==> config.mk <==
export PLATFORM = sky130hd
export DESIGN_NAME = alu_exec_unit
export DESIGN_NICKNAME = d
export VERILOG_FILES = /design/src/rtl/alu_pkg.sv /design/src/rtl/alu_seq_multiplier.sv /design/src/rtl/alu_exec_unit.sv
export SDC_FILE = /design/constraint.sdc
export NUM_CORES = 1
export LEC_CHECK = 0
export ABC_CLOCK_PERIOD_IN_PS = 4520
export BUFFER_PORTS_ARGS = -buffer_cell sky130_fd_sc_hd__buf_2
export CORE_ASPECT_RATIO = 1.4
export CORE_MARGIN = 5
export CORE_UTILIZATION = 45
export DETAILED_ROUTE_END_ITERATION = 7
export GPL_TIMING_DRIVEN = 0
export PLACE_DENSITY_LB_ADDON = 0.05
export REMOVE_ABC_BUFFERS = 1
export SETUP_SLACK_MARGIN = 0.4
export SLEW_MARGIN = 20
export SYNTH_ARGS = -nofsm -noshare
export SYNTH_HDL_FRONTEND = slang
export SYNTH_SLANG_ARGS = --single-unit
export TNS_END_PERCENT = 20
==> constraint.sdc <==
create_clock -name CLK -period 4.52 [get_ports CLK]
set_input_delay 1.356 -clock CLK [delete_from_list [all_inputs] [get_ports CLK]]
set_output_delay 1.356 -clock CLK [all_outputs]
set_load 0.02 [all_outputs]
==> src/rtl/alu_pkg.sv <==
// alu_pkg: ALU control codes and execute-stage state encoding shared with the decoder
package alu_pkg;

    localparam logic [2:0] ALU_ADD = 3'b010;
    localparam logic [2:0] ALU_SUB = 3'b100;
    localparam logic [2:0] ALU_SLT = 3'b110;
    localparam logic [2:0] ALU_MUL = 3'b101;

    typedef enum logic {
        S_IDLE = 1'b0,
        S_MUL  = 1'b1
    } state_t;

endpackage

==> src/rtl/alu_seq_multiplier.sv <==
// alu_seq_multiplier: shift-add multiplier producing the low WIDTH product bits over WIDTH cycles
module alu_seq_multiplier
    import alu_pkg::*;
#(
    parameter int WIDTH = 32
) (
    input  logic             CLK,
    input  logic             RST,
    input  logic             Load,
    input  logic [WIDTH-1:0] A,
    input  logic [WIDTH-1:0] B,
    output logic [WIDTH-1:0] Product,
    output logic             Last
);

    localparam int CW = (WIDTH > 1) ? $clog2(WIDTH) : 1;

    logic [WIDTH-1:0] r_mcand;
    logic [WIDTH-1:0] r_mplier;
    logic [WIDTH-1:0] r_acc;
    logic [CW-1:0]    r_cnt;
    logic             r_run;

    // Product is the accumulator after this cycle's add, so the top can capture it on the final edge
    assign Product = r_acc + (r_mplier[0] ? r_mcand : '0);
    assign Last    = r_run && (r_cnt == CW'(WIDTH - 1));

    // Load operands on acceptance, then iterate one bit per cycle until the last iteration
    always_ff @(posedge CLK or negedge RST) begin
        if (!RST) begin
            r_mcand  <= '0;
            r_mplier <= '0;
            r_acc    <= '0;
            r_cnt    <= '0;
            r_run    <= 1'b0;
        end else if (Load) begin
            r_mcand  <= A;
            r_mplier <= B;
            r_acc    <= '0;
            r_cnt    <= '0;
            r_run    <= 1'b1;
        end else if (r_run) begin
            r_acc    <= Product;
            r_mcand  <= r_mcand << 1;
            r_mplier <= r_mplier >> 1;
            r_cnt    <= r_cnt + 1'b1;
            r_run    <= !Last;
        end
    end

endmodule

==> src/rtl/alu_exec_unit.sv <==
// alu_exec_unit: execute stage with single-cycle ADD/SUB/SLT and an iterative MUL that stalls via Busy
module alu_exec_unit
    import alu_pkg::*;
#(
    parameter int WIDTH = 32
) (
    input  logic             CLK,
    input  logic             RST,
    input  logic             Start,
    input  logic [2:0]       ALUControl,
    input  logic [WIDTH-1:0] SrcA,
    input  logic [WIDTH-1:0] SrcB,
    output logic [WIDTH-1:0] ALUResult,
    output logic             Zero,
    output logic             Done,
    output logic             Busy
);

    state_t           r_state;
    state_t           w_next;
    logic             w_accept;
    logic             w_mul_start;
    logic             w_single;
    logic             w_lt;
    logic             w_last;
    logic [WIDTH-1:0] w_alu;
    logic [WIDTH-1:0] w_product;

    assign w_accept    = (r_state == S_IDLE) && Start;
    assign w_mul_start = w_accept && (ALUControl == ALU_MUL);
    assign w_single    = w_accept && (ALUControl != ALU_MUL);
    assign w_lt        = $signed(SrcA) < $signed(SrcB);
    assign Busy        = RST && (w_mul_start || (r_state == S_MUL));

    // Single-cycle datapath; unknown codes fall through to ADD
    always_comb begin
        w_alu = (ALUControl == ALU_SUB) ? SrcA - SrcB :
                (ALUControl == ALU_SLT) ? {{(WIDTH-1){1'b0}}, w_lt} :
                                          SrcA + SrcB;
    end

    alu_seq_multiplier #(.WIDTH(WIDTH)) u_mul (
        .CLK     (CLK),
        .RST     (RST),
        .Load    (w_mul_start),
        .A       (SrcA),
        .B       (SrcB),
        .Product (w_product),
        .Last    (w_last)
    );

    // Next state: enter MUL on an accepted multiply, leave after the final iteration
    always_comb begin
        w_next = r_state;
        if (r_state == S_IDLE && w_mul_start)
            w_next = S_MUL;
        else if (r_state == S_MUL && w_last)
            w_next = S_IDLE;
    end

    // State register
    always_ff @(posedge CLK or negedge RST) begin
        if (!RST)
            r_state <= S_IDLE;
        else
            r_state <= w_next;
    end

    // Result, Zero and Done change only on a completion; Done is a one-cycle pulse
    always_ff @(posedge CLK or negedge RST) begin
        if (!RST) begin
            ALUResult <= '0;
            Zero      <= 1'b1;
            Done      <= 1'b0;
        end else begin
            Done <= w_single || (r_state == S_MUL && w_last);
            if (w_single) begin
                ALUResult <= w_alu;
                Zero      <= (w_alu == '0);
            end else if (r_state == S_MUL && w_last) begin
                ALUResult <= w_product;
                Zero      <= (w_product == '0);
            end
        end
    end

endmodule
# Word level (Yosys, flattened, before mapping)
# Cells that the tools add are included.
[word_totals] reg_bits=137 latch_bits=0 mem_bits_rw=0 mem_bits_ro=0 input_bits=70 out_inout_bits=35 word_cells=54 mem_count=0
[op_classes] add_sub_neg=4 multipliers=0 div_mod_pow=0 n_lt_le_gt_ge=1 eq_ne=5 shift=0 mux=19 bitwise_logic=1 n_reduce_logical=15
[ops] cell="$mux W32" count=11
[ops] cell="$add A32 B32 Y32" count=2
[ops] cell="$logic_not A32 Y1" count=2
[ops] cell="$lt A32 B32 Y1" count=1
[ops] cell="$sub A32 B32 Y32" count=1
[ops] cell="$mux W5" count=2
[ops] cell="$eq A3 B3 Y1 const B" count=3
[ops] cell="$logic_and A1 B1 Y1" count=7
[ops] cell="$mux W1" count=6
[ops] cell="$reduce_bool A2 Y1" count=3
[ops] cell="$add A5 B1 Y5 const B" count=1
[ops] cell="$eq A5 B5 Y1 const B" count=1
[ops] cell="$ne A3 B3 Y1 const B" count=1
[ops] cell="$logic_or A1 B1 Y1" count=2
[ops] cell="$logic_not A1 Y1" count=1
[ops] cell="$not A1 Y1" count=1

# Logic depth before layout (Yosys ltp)
# Gate-level depths: netlist (run 1).
[depth] ltp_word=5 ltp_mapped=15

# By module
# A second synthesis (run 1) with hierarchy kept.
[hier_totals] hier_cells=1518 hier_area_um2=12304.3
[modules_own_cells] module="alu_seq_multiplier" instances=1 cells_per_inst=699 area_each_um2=6427.4
[modules_own_cells] module="alu_exec_unit" instances=1 cells_per_inst=819 area_each_um2=5876.9

# Least setup slack after synthesis (run 1)
# No wires, ideal clock.
[synth_timing] path_kind="input to register" from="input SrcB[7]" to="register Zero" arrival_time_ns=4.224 required_ns=4.451 slack_ns=0.227 stages=14 cell_sequence="inv_1 -> ha_1 -> buf_2 -> or3_1 -> or4_1 -> a2111oi_0 -> a21oi_1 -> a221oi_1 -> a31oi_1 -> nor4_1 -> nand4_1 -> nor4_1 -> nand4_1 -> o21ai_2"
[synth_between] elab_chain_len=5
[synth_rtl] element="start: declaration" line="alu_exec_unit.sv:12" text="input logic [WIDTH-1:0] SrcB,"
[synth_rtl] element="$add A32 B32 Y32 / $lt A32 B32 Y1 (equally long branches)" line="alu_exec_unit.sv:39, alu_exec_unit.sv:32"
[synth_rtl] element="$mux W32" line="alu_exec_unit.sv:38" text="(ALUControl == ALU_SLT) ? {{(WIDTH-1){1'b0}}, w_lt} :"
[synth_rtl] element="$mux W32 *" line="alu_exec_unit.sv:37" text="w_alu = (ALUControl == ALU_SUB) ? SrcA - SrcB :"
[synth_rtl] element="$logic_not A32 Y1 *" line="alu_exec_unit.sv:79" text="Zero <= (w_alu == '0);"
[synth_rtl] element="$mux W1 *" line="alu_exec_unit.sv:77" text="if (w_single) begin"
[synth_rtl] element="end signal: assignment" line="alu_exec_unit.sv:79"
[synth_rtl] element="end signal: assignment" line="alu_exec_unit.sv:82" text="Zero <= (w_product == '0);"
[synth_rtl] element="end: declaration" line="alu_exec_unit.sv:14" text="output logic Zero,"
# Every way passes the cells marked *; elsewhere a longest branch is shown, timed or not.
# A chain may end at the register's enable or synchronous reset.

# Final worst setup path (run 1)
[layout_timing] from="input SrcA[16]" to="register ALUResult[31]"
[layout_between] elab_chain_len=4
[layout_rtl] element="start: declaration" line="alu_exec_unit.sv:11" text="input logic [WIDTH-1:0] SrcA,"
[layout_rtl] element="$add A32 B32 Y32" line="alu_exec_unit.sv:39" text="SrcA + SrcB;"
[layout_rtl] element="$mux W32" line="alu_exec_unit.sv:38"
[layout_rtl] element="$mux W32 *" line="alu_exec_unit.sv:37"
[layout_rtl] element="$mux W32 *" line="alu_exec_unit.sv:77"
[layout_rtl] element="end signal: assignment" line="alu_exec_unit.sv:78" text="ALUResult <= w_alu;"
[layout_rtl] element="end signal: assignment" line="alu_exec_unit.sv:81" text="ALUResult <= w_product;"
[layout_rtl] element="end: declaration" line="alu_exec_unit.sv:13" text="output logic [WIDTH-1:0] ALUResult,"
# Marks and branches as above.

==> results of run 1 <==
==> power groups by stage <==
| stage | combinational, mW | sequential (mW) | clock, mW |
|---|---|---|---|
| final | 4.05 | 2.17 | 1.54 |
| after global placement | 3.65 | 2.34 | 0 |
| after detailed placement | 3.75 | 2.21 | 0 |
| after global routing | 4.46 | 2.24 | 1.63 |
| after CTS | 3.88 | 2.17 | 1.57 |
| after floorplan | 2.55 | 2.34 | 0 |
==> tightest hold or removal path: stages, from the launching register on <==
cell and delay (ns):
dfrtp_1 0.34, a22oi_1 0.07, nand2_1 0.05
==> metal layers <==
metal / part of all wire (%) / routed length [µm]
met1: 45 / 17500
met2: 49 / 19500
met3: 3.9 / 1540
met4: 2.1 / 831
met5: 0.018 / 7
==> metrics by stage <==
stage | cells | utilization, % | power [mW]
3_3_place_gp | 1800 | 47.8 | 5.98
2_1_floorplan | 1372 | - | 4.89
4_1_cts | 1862 | 52.8 | 7.63
5_1_grt | 1869 | 54.4 | 8.34
3_5_place_dp | 1813 | 49.0 | 5.96
6_report | 1869 | 54.4 | 7.76
==> registers in the layout (all words and copies together) (netlist names) <==
signal	count
r_state	1
u_mul.r_mplier	32
Zero	1
u_mul.r_cnt	5
u_mul.r_mcand	32
ALUResult	32
Done	1
u_mul.r_run	1
u_mul.r_acc	32
==> logic make-up (layout without fill, tap and decap cells) <==
family	Yosys count	count (layout)	share of synthesized area [%]
AOI/OAI and AO/OA	483	483	26.8
xor gates and xnor gates	36	36	2.66
adders and majority gates	99	99	10.6
buffers and inverters	160	248	5.12
DFF	137	137	28.9
muxes	87	87	7.34
and+or+nand+nor	455	455	18.6
==> worst max-delay path by stage <==
stage	start	cells past startpoint	endpoint
final	SrcA[16]	12	ALUResult[31]$_DFFE_PN0P_
after global routing	SrcB[7]	14	Zero$_DFFE_PN1P_
after CTS	SrcA[0]	16	Zero$_DFFE_PN1P_
after detailed placement	SrcA[0]	15	Zero$_DFFE_PN1P_
after global placement	ALUControl[1]	5	Busy
after floorplan	ALUControl[1]	3	Busy
==> placed cells by master (no fill, tap or decap), types with 15 or more instances in the layout <==
| cell type | synthesis | layout |
|---|---|---|
| a21o_1 | 27 | 27 |
| a21oi_1 | 107 | 101 |
| inv_1 | 71 | 69 |
| nand2_1 | 137 | 136 |
| nor3_1 | 31 | 29 |
| o21ai_0 | 127 | 119 |
| buf_2 | 5 | 102 |
| dfrtp_1 | 136 | 134 |
| xor2_1 | 17 | 17 |
| clkbuf_16 | 0 | 17 |
| mux2i_1 | 87 | 87 |
| nor2b_1 | 16 | 15 |
| nand4_1 | 19 | 19 |
| xnor2_1 | 19 | 19 |
| nand3_1 | 21 | 20 |
| and2_1 | 35 | 33 |
| a221o_1 | 16 | 16 |
| buf_4 | 0 | 19 |
| nor2_1 | 119 | 115 |
| ha_1 | 96 | 77 |
==> final cells by class <==
| class | instances | area [µm²] |
|---|---|---|
| sequential | 137 | 3440 |
| clock buffer | 18 | 429 |
| multi-input combinational | 1160 | 8430 |
| fill | 2552 | 11900 |
| timing repair buffer | 141 | 1030 |
| clock inverter | 14 | 198 |
| tap | 324 | 405 |
| inverter | 75 | 285 |
==> what timing repair did <==
action,CTS,global route
buffers inserted,17,7
endpoints found under the hold margin,0,0
gates cloned,0,0
hold buffers,0,0
gates resized for setup,64,75
setup endpoints to repair,19,10
pin swaps,18,27
==> flow_metrics.py, run 1 <==
metrics = {
    "global_routing": {
        "grt_pass1_vias": 11419,
        "use_met2_pct": 45.3,
        "grt_most_used_layer": "met2",
        "grt_max_degree": 82,
        "grt.overflow.total": 0,
        "grtUsageTotal_pct": 26.4,
        "grt_pass1_wl_um": 63200,
        "antenna_found_initial": 2,
        "met3_usage_pct": 2.92,
        "grt_use_met1_pct": 35.6,
    },
    "floorplanning": {
        "ioPinCount": 105,
        "dieArea_mm2": 0.0298,
        "core_mm2": 0.0261,
        "die_w_um": 147,
        "start_util_pct": 45.5,
        "row_count": 70,
        "die_h_um": 202,
    },
    "timing": {
        "fin_crit_ns": 4.22,
        "slew_viol_final": 0,
        "setup_ws_ns": 0.303,
        "worstMarginPinSlew_ns": 0.810,
        "holdWs_ns": 0.495,
        "rsz0062_at_grt": "true",
        "setup_tns_ns": 0,
        "maxSlewHeadroom_pct": 45.5,
        "fin_crit_sh_pct": 93.3,
        "max_freq_mhz": 237,
        "setup_viol_count_final": 0,
        "finalHoldViolations": 0,
        "fin_worst_skew_ns": 0.00956,
    },
    "detailed_routing": {
        "drt_iter0_drc": 872,
        "wire_per_inst_um": 21.1,
        "totalWireLength_um": 39400,
        "vias_per_cell": 6.11,
        "drc": 0,
        "drtAntennaViolNets": 0,
        "num_vias": 11422,
        "first_pass_iters": 5,
    },
    "synth": {
        "synth_top_area_share_pct": 28.7,
        "synthArstFlopShare_pct": 100,
        "yosysMostFrequentCell": "nand2_1",
        "synth_ff_type": "dfrtp_1",
        "synth_edf_count": 0,
        "synthTopCellsByCount": "nand2_1 (137), dfrtp_1 (136), o21ai_0 (127), nor2_1 (119), a21oi_1 (107)",
        "synth-seq-cells": 137,
        "synth_area_mm2": 0.0119,
        "netlist-cell-type-count": 82,
        "avgSynthCellArea_um2": 8.14,
        "yosysWarnings": 0,
        "yosysTopAreaCell": "dfrtp_1",
        "seq_area_frac_synth_pct": 28.9,
        "syn-instance-count": 1457,
        "synth_top_cells_by_area": "dfrtp_1 (29%), ha_1 (10%), mux2i_1 (7.3%)",
    },
    "setup_path": {
        "regToRegStartpoint": "u_mul.r_mplier[0]$_DFFE_PN0P_",
        "cpMostUsedCell": "nor2_1",
        "end_kind": "register",
        "critPathMaxFanout": 11,
        "cp_slowest_cell": "o31ai_1",
        "slowest_delay_ns": 0.49,
        "reg2reg_depth": 14,
        "cp_top_family": "compound AO/OA/AOI/OAI gates",
        "start_kind": "primary input",
        "arrival_ns": 4.54,
        "crit_required_ns": 4.85,
        "r2r_slack_ns": 0.32,
        "r2r_end": "Zero$_DFFE_PN1P_",
        "path_cells": "buf_2 > ha_1 > nor2b_1 > nor2_1 > o31ai_1 > nor2_1 > a21oi_1 > nand2_1 > o41ai_1 > o221ai_1 > a2bb2oi_1 > a221o_1",
        "critPathBufInv": 1,
        "path_class": "in -> reg",
    },
    "clock_tree": {
        "cts.sinks": 137,
        "path_clk_slew_ns": 0.06,
        "cts_tree": "done",
        "clkLatencyLatePin_ns": 0.44,
        "root_buffer": "clkbuf_16",
        "htreeDepth": 4,
        "cts_buffer_depth": 2,
        "cts_buffers": 17,
    },
    "final_layout": {
        "drive_gt1_share_pct": 18.3,
        "area_growth_pct": 19.8,
        "stdcell_area_mm2": 0.0142,
        "antennaDiodeCount": 0,
        "num-nets-final": 1701,
    },
    "hold_path": {
        "min-delay-path-class": "reg -> reg",
        "min_to": "ALUResult[0]$_DFFE_PN0P_",
        "holdPathStages": 2,
        "min-delay-start": "ALUResult[0]$_DFFE_PN0P_",
    },
    "power_and_ir_drop": {
        "p_sw_mw": 3.42,
        "clkPwrFrac_pct": 19.9,
        "p_leak_nw": 6.51,
        "pwr-share-seq_pct": 28.0,
        "p_comb_share_pct": 52.2,
        "switching_share_pct": 44.0,
        "peakVddDrop_mv": 0.292,
        "p_int_mw": 4.34,
        "powerDensity_mw_per_mm2": 546,
    },
    "place": {
        "dpl_cell_area_mm2": 0.0128,
        "portBuffers": 104,
        "dp_slack_ns": -1.01,
        "dp_hpwl_um": 29800,
        "gp_congestion": 0.933,
    },
    "flow_run": {
        "drv_cap": 0,
    },
    "outcome": {
        "status": "completed",
    },
}
(Power assumes the default switching activity.)
==> run 2: changes to the inputs <==
PLACE_DENSITY_LB_ADDON = default   (was 0.05)
==> run 2 against run 1 <==
  * Via count grew 1.0%
  * Maximum frequency grew 3.1%
  * Critical path depth grew 2
  * Worst hold slack lost 0.0039 ns
  * Critical path type unchanged
  * Largest power group unchanged
==> flow_metrics.py, run 2 (synthesis results as in run 1) <==
metrics = {
    "global_routing": {
        "antenna_found_initial": 0,
        "grtUsageTotal_pct": 25.8,
        "grt_pass1_wl_um": 62000,
        "grt_pass1_vias": 11487,
        "grt_max_degree": 74,
        "grt.overflow.total": 0,
    },
    "outcome": {
        "status": "completed",
    },
    "floorplanning": {
        "ioPinCount": 105,
        "die_w_um": 147,
        "die_h_um": 202,
        "row_count": 70,
        "core_mm2": 0.0261,
        "start_util_pct": 45.5,
        "dieArea_mm2": 0.0298,
    },
    "detailed_routing": {
        "first_pass_iters": 6,
        "wire_per_inst_um": 20.9,
        "totalWireLength_um": 39200,
        "drt_iter0_drc": 798,
        "num_vias": 11541,
        "drc": 0,
        "vias_per_cell": 6.16,
        "drtAntennaViolNets": 0,
    },
    "timing": {
        "holdWs_ns": 0.491,
        "max_freq_mhz": 244,
        "maxSlewHeadroom_pct": 42.6,
        "setup_viol_count_final": 0,
        "slew_viol_final": 0,
        "fin_crit_sh_pct": 90.5,
        "worstMarginPinSlew_ns": 0.861,
        "fin_crit_ns": 4.09,
        "finalHoldViolations": 0,
        "fin_worst_skew_ns": 0.00816,
        "rsz0062_at_grt": "true",
    },
    "flow_run": {
        "drv_cap": 0,
    },
    "setup_path": {
        "start_kind": "primary input",
        "path_class": "in -> reg",
        "slowest_delay_ns": 0.45,
        "critPathMaxFanout": 11,
        "regToRegStartpoint": "u_mul.r_mplier[0]$_DFFE_PN0P_",
        "r2r_end": "Zero$_DFFE_PN1P_",
        "r2r_slack_ns": 0.44,
        "cp_slowest_cell": "or3_1",
        "path_cells": "buf_2 > inv_1 > ha_4 > and3_1 > a221oi_4 > o311a_4 > or3_1 > a21boi_2 > o2bb2ai_1 > nor4_2 > nand4_1 > nor4_4 > nand4_1 > o21ai_2",
        "end_kind": "register",
        "reg2reg_depth": 13,
        "crit_required_ns": 4.90,
        "arrival_ns": 4.47,
        "cpMostUsedCell": "nand4_1",
    },
    "clock_tree": {
        "path_clk_slew_ns": 0.06,
        "cts.sinks": 137,
        "cts_buffers": 17,
        "cts_buffer_depth": 2,
        "htreeDepth": 4,
        "cts_hold_buf": 0,
        "cts_tree": "done",
        "root_buffer": "clkbuf_16",
        "clkLatencyLatePin_ns": 0.45,
    },
    "place": {
        "dp_hpwl_um": 29300,
        "gp_congestion": 0.951,
        "portBuffers": 104,
        "dpl.cell_count": 1813,
    },
    "hold_path": {
        "min-delay-start": "ALUResult[21]$_DFFE_PN0P_",
        "holdPathStages": 2,
        "min-delay-path-class": "reg -> reg",
        "min_to": "ALUResult[21]$_DFFE_PN0P_",
    },
    "final_layout": {
        "area_growth_pct": 21.7,
        "fillers": 2465,
        "layout.cells.non_filler": 1873,
        "antennaDiodeCount": 0,
        "drive_gt1_share_pct": 20.5,
        "num-nets-final": 1705,
        "final_cell_mix": "dfrtp_1 (134), nand2_1 (134), o21ai_0 (118)",
    },
    "power_and_ir_drop": {
        "p_leak_nw": 6.53,
        "powerDensity_mw_per_mm2": 531,
        "peakVddDrop_mv": 0.290,
    },
}
## run 2: changes by cell type in the layout (fill, tap and decap cells not counted), moves of 5 or more
cell / before / now
buf_6: 8 / 2
ha_1: 77 / 70
buf_4: 19 / 29
a2111oi_4: 3 / 8
## run 2: how the worst max path moves through the flow
stage	startpoint	end	slack (ns)
6_report	SrcB[5]	Zero$_DFFE_PN1P_	0.43
5_1_grt	SrcB[0]	Zero$_DFFE_PN1P_	0.32
4_1_cts	SrcA[0]	Zero$_DFFE_PN1P_	0.24
3_5_place_dp	SrcA[0]	Zero$_DFFE_PN1P_	-1.10
3_3_place_gp	ALUControl[1]	Busy	-6.07
2_1_floorplan	ALUControl[1]	Busy	-3.34
## run 2: power breakdown
group | internal (mW) | switching [mW]
clock | 0.729 | 0.629
combinational | 1.69 | 2.42
sequential | 1.76 | 0.433
total | 4.18 | 3.48
## run 2: layer usage
metal  track usage (%)  vias up  part of all wire [%]
met2              43.6      332                    49
met3              3.32       75                   4.4
met4              9.13        0                   3.0
met5                 0        -                     0
li1                  -     5552                     -
met1              34.0     5582                    44
## run 2: what timing repair did
action / CTS / global route
pin swaps: 21 / 42
resized for setup: 71 / 107
buffers inserted: 9 / 19
setup endpoints to repair: 16 / 6
## run 2: final cells by class
| class | count | area [µm²] | area share, % |
|---|---|---|---|
| clock buffer | 18 | 439 | 3.04 |
| multi-input combinational | 1160 | 8710 | 60.4 |
| timing repair buffer | 145 | 1040 | 7.21 |
| tap | 324 | 405 | 2.81 |
| sequential | 137 | 3440 | 23.8 |
| clock inverter | 14 | 114 | 0.789 |
| inverter | 75 | 285 | 1.98 |
## run 2: critical path, delay by kind of cell
| kind | cells | cell delay (ns) |
|---|---|---|
| buffers and inverters | 2 | 0.18 |
| AOI/OAI and AO/OA | 5 | 1.01 |
| adders and majority gates | 1 | 0.37 |
| and+or+nand+nor | 6 | 1.55 |
## run 2: per-stage QoR
stage | power, mW | worst slack [ns] | util, % | TNS (ns) | cell area, µm²
finish | 7.67 | 0.429 | 55.3 | 0 | 14400
floorplan | 4.89 | -3.34 | - | -236.78 | 11500
detailed placement | 5.93 | -1.10 | 49.0 | -3.92 | 12800
global route | 8.22 | 0.323 | 55.3 | 0 | 14400
CTS | 7.41 | 0.237 | 52.6 | 0 | 13700
global placement | 5.95 | -6.07 | 47.8 | -612.09 | 12500
